<file path="src/rtl/lightgun_hvlatch.sv">
// lightgun_hvlatch: latches beam position on a light-gun sensor hit, one capture per frame.
// Optional LG_HVLATCH_DEBOUNCE_EN requires DEB_LEN consecutive high sensor samples per hit.
module lightgun_hvlatch #(
    parameter int DEB_LEN = 4
) (
    input  logic       CLK,
    input  logic       RESET,
    input  logic       CE_PIX,
    input  logic       HDE,
    input  logic       VDE,
    input  logic       SENSOR,
    input  logic       LATCH_EN,
    input  logic       RD_STAT,
    output logic [9:0] HCT,
    output logic [8:0] VCT,
    output logic       EXLTFG
);
    logic [9:0] hcnt;
    logic [8:0] vcnt;
    logic       hde_q, vde_q, lock;
    logic       hit, cap;
    logic [9:0] hit_h;
    logic [8:0] hit_v;

    if (DEB_LEN < 1) begin : g_bad_len
        $error("DEB_LEN must be at least 1");
    end

`ifdef LG_HVLATCH_DEBOUNCE_EN
    localparam int CW = $clog2(DEB_LEN + 1);
    logic [CW-1:0] run;
    logic [9:0]    snap_h;
    logic [8:0]    snap_v;
    // The hit reports where the run started, not where it was confirmed.
    assign hit   = SENSOR && LATCH_EN && run == CW'(DEB_LEN - 1);
    assign hit_h = run == '0 ? hcnt : snap_h;
    assign hit_v = run == '0 ? vcnt : snap_v;
    always_ff @(posedge CLK) begin
        if (RESET) begin
            run    <= '0;
            snap_h <= '0;
            snap_v <= '0;
        end else if (CE_PIX) begin
            if (!LATCH_EN || !SENSOR) begin
                run <= '0;
            end else begin
                if (run == '0) begin
                    snap_h <= hcnt;
                    snap_v <= vcnt;
                end
                if (run != CW'(DEB_LEN)) run <= run + 1'b1;
            end
        end
    end
`else
    logic sens_q;
    assign hit   = SENSOR && !sens_q;
    assign hit_h = hcnt;
    assign hit_v = vcnt;
    always_ff @(posedge CLK) begin
        if (RESET) sens_q <= 1'b0;
        else if (CE_PIX) sens_q <= SENSOR;
    end
`endif

    assign cap = CE_PIX && hit && LATCH_EN && VDE && !lock;

    always_ff @(posedge CLK) begin
        if (RESET) begin
            hcnt   <= '0;
            vcnt   <= '0;
            hde_q  <= 1'b0;
            vde_q  <= 1'b0;
            lock   <= 1'b0;
            HCT    <= '0;
            VCT    <= '0;
            EXLTFG <= 1'b0;
        end else begin
            if (CE_PIX) begin
                hcnt  <= !HDE ? '0 : (&hcnt ? hcnt : hcnt + 10'd1);
                vcnt  <= !VDE ? '0 : ((hde_q && !HDE && !(&vcnt)) ? vcnt + 9'd1 : vcnt);
                hde_q <= HDE;
                vde_q <= VDE;
                lock  <= cap || (lock && !(VDE && !vde_q));
            end
            if (cap) begin
                HCT <= hit_h;
                VCT <= hit_v;
            end
            EXLTFG <= cap || (EXLTFG && !RD_STAT);
        end
    end
endmodule

</file>
<file path="config.mk">
export PLATFORM = sky130hd
export DESIGN_NAME = lightgun_hvlatch
export DESIGN_NICKNAME = d
export VERILOG_FILES = /design/src/rtl/lightgun_hvlatch.sv
export SDC_FILE = /design/constraint.sdc
export NUM_CORES = 1
export LEC_CHECK = 0
export BUFFER_PORTS_ARGS = -buffer_cell sky130_fd_sc_hd__buf_2
export CORE_MARGIN = 3
export CORE_UTILIZATION = 60
export CTS_CLUSTER_DIAMETER = 150
export DETAILED_ROUTE_END_ITERATION = 12
export GPL_ROUTABILITY_DRIVEN = 0
export PLACE_DENSITY = 0.83
export SLEW_MARGIN = 20
export SYNTH_ARGS = -nofsm -noshare
export SYNTH_HDL_FRONTEND = slang
export SYNTH_SLANG_ARGS = --single-unit
</file>
<file path="constraint.sdc">
create_clock -name CLK -period 4.3 [get_ports CLK]
set_input_delay 0.43 -clock CLK [delete_from_list [all_inputs] [get_ports CLK]]
set_output_delay 0.43 -clock CLK [all_outputs]
set_load 0.01 [all_outputs]
</file>
==> results.yml <==
yosys:
  ys.flop_type: "dfxtp_1"
  synth_area_um2: 1916
  synth_seq_cells: 43
  ys_seq_area_share_pct: 44.94
  synth_cell_types: 42
  synth-edff-count: 0
  synth_nets: 236
  synthCells: 225
  avgSynthCellArea_um2: 8.514
  ys_warn_count: 0
  async_reset_ff_share_pct: 0
cells_and_area:
  diodes: 0
  fin_cells: 288
  final_util_pct: 72.00
  drive_gt1_share_pct: 18.29
  syn_to_final_growth_pct: 9.014
  final.fill_count: 235
  nNetsFinal: 256
  layout_common_cells: "nand2_1, dfxtp_1, a21oi_1"
  final_common_cell: "nand2_1"
hold_path:
  holdCritPathClass: "in2reg"
  hold_depth: 3
  hp-start: "RD_STAT"
cts:
  cts-root-buf: "clkbuf_4"
  clk_pin_slew_worst_paths_ps: 130
  cts_setup_buffers: 0
  cts.sinks: 43
  ctsLongestPathBuffers: 2
  htreeDepth: 2
  numCtsBuffers: 5
  cts_tree: "built"
  post_cts_resized: 0
  clkLatencyLatePin_ps: 360
  cts_hold_buf: 0
setup_path:
  critPathTopFamily: "simple AND/OR/NAND/NOR gates"
  critPathRequiredTime_ps: 4570
  cp_slowest_stage_delay_ps: 520
  crit_arrival_ps: 2390
  cp_cell_sequence: "ha_1 > nand3_1 > nor2_1 > ha_1 > or3b_1 > nor2_1 > a31oi_1 > o32ai_1"
  critPathSlowestCell: "or3b_1"
  worstPathMaxFanout: 9
  startpoint: "hit_v[0]$_SDFFE_PP0P_"
  end_kind: "flip-flop"
  r2r_cells: 8
  worstSetupPathType: "reg2reg"
  r2r_start: "hit_v[0]$_SDFFE_PP0P_"
  worst_setup_path_start_kind: "flip-flop"
  critPathBufInv: 0
  cp.depth: 8
routing:
  highest_layer: "met4"
  route.met2.wl_um: 1591
  avgViaCountPerCell: 5.670
  drc: 0
  dr.pass1.iters: 4
  vias: 1633
  met3_length_um: 264
  ant_nets: 0
  drt_iter0_drc: 98
  wl_per_cell_um: 13.09
  met1_length_um: 1829
  drt-total-wl_um: 3770
grt:
  grt_pass1_wl_um: 6637
  antenna_found_initial: 0
  grt_max_degree: 40
  overflow: 0
  grt_pass1_vias: 1456
  grt_util_all_layers_pct: 20.86
timing:
  setup_tns_ps: 0
  fin_crit_sh_pct: 49.35
  timing.final.crit_period_ps: 2122
  setup-violations-final: 0
  fmax_mhz: 471.2
  worstMarginPinSlew_ps: 863.7
  hold_ws_ps: 329.7
  worst_slack_ps: 2178
  final_hold_viol_count: 0
  grt_setup_unrepaired: "false"
  slew_viol_final: 0
  finClkSkew_ps: 8.857
  relSlewSlack_pct: 41.99
placement:
  place_ws_ps: 2220
  portBuffers: 27
  dp.cells: 280
  hpwl_um: 2583
power:
  p_per_area_nw_per_um2: 309.0
  vdd_drop_max_v: 0.0002077
  leakage_nw: 0.7407
floorplanning:
  fp-row-count: 19
  die_h_um: 62.51
  start_util_pct: 66.05
  die-area_um2: 3907
  die_w_um: 62.51
  ioPinCount: 28
  coreArea_um2: 2900
status:
  status: "completed"
flow_run:
  maxCapViolCount: 0
[per-layer routing]
layer,track usage (%),up-vias
met1,29.21,731
met2,30.23,57
li1,-,834
met3,5.755,11
met5,0,-
met4,8.264,0
[worst reg2reg max path: cells and delay by family, from the launching register on]
| family | cells | cell delay, ps |
|---|---|---|
| and+or+nand+nor | 4 | 930 |
| adders and majority gates | 2 | 470 |
| DFF | 1 | 380 |
| AOI/OAI and AO/OA | 2 | 260 |
[Yosys cell counts, drive strengths merged, types with 3 or more instances]
cell type | n | share of area, %
nand2 | 45 | 8.9
dfxtp | 43 | 45
a21oi | 28 | 7.3
nor2 | 17 | 3.3
buf | 8 | 2.8
inv | 7 | 1.4
nand4 | 7 | 2.3
clkbuf | 6 | 1.2
mux2i | 6 | 3.1
nand3 | 6 | 1.8
xnor2 | 5 | 2.3
a22oi | 4 | 1.6
a31oi | 4 | 1.3
o21ai | 4 | 1.0
o32ai | 4 | 1.8
a211oi | 3 | 2.0
ha | 3 | 2.0
nor3 | 3 | 0.78
nor4 | 3 | 1.8
[per-stage QoR]
step / total power [W] / instance area [um^2]
after floorplan: 0.0004412 / 1916
after global placement: 0.0004481 / 2027
after detailed placement: 0.0004485 / 2027
after CTS: 0.0006528 / 2088
after global routing: 0.0006791 / 2088
final: 0.0006452 / 2088
[worst paths after layout]
path	slack, ps	endpoint
setup / recovery	2180	hit_v[2]$_SDFFE_PP0P_
hold / removal	330	EXLTFG$_SDFF_PP0_
setup reg to reg	2180	hit_v[2]$_SDFFE_PP0P_
hold reg to reg	460	HCT[5]$_SDFFE_PP0P_
[cell families (layout without fill, tap and decap cells)]
family	count (synthesis)	count (layout)	share of synthesized area [%]
AO/OA/AOI/OAI	53	53	18.16
adder cells (fa/ha/maj)	3	3	1.960
buffers and inverters	21	42	5.356
flip-flops	43	43	44.94
XOR/XNOR	5	5	2.286
AND/OR/NAND/NOR	93	93	23.58
multiplexers	7	7	3.723
[area by class of cell]
type	count	area (um^2)	share of cell area, %
inverter	7	26.28	1.258
clock buffer	5	37.54	1.797
multi-input combinational	161	952.2	45.60
sequential	43	860.8	41.22
timing repair buffer	27	135.1	6.471
tap	42	52.55	2.516
clock inverter	3	23.77	1.138
[sequential cells by signal, summed over array words and instances, names as in the netlist]
register  flops
vde_q         1
VCT           9
hit_v         9
lock          1
sens_q        1
hde_q         1
EXLTFG        1
hcnt         10
HCT          10
[report_power, final]
| group | leakage (nW) | internal, W | total (W) | switching (W) |
|---|---|---|---|---|
| Clock | 0.0278 | 0.0000656 | 0.000205 | 0.000140 |
| Combinational | 0.366 | 0.0000103 | 0.0000349 | 0.0000246 |
| Sequential | 0.347 | 0.000402 | 0.000405 | 0.00000347 |
No activity file was read; power rests on OpenSTA's default activity.
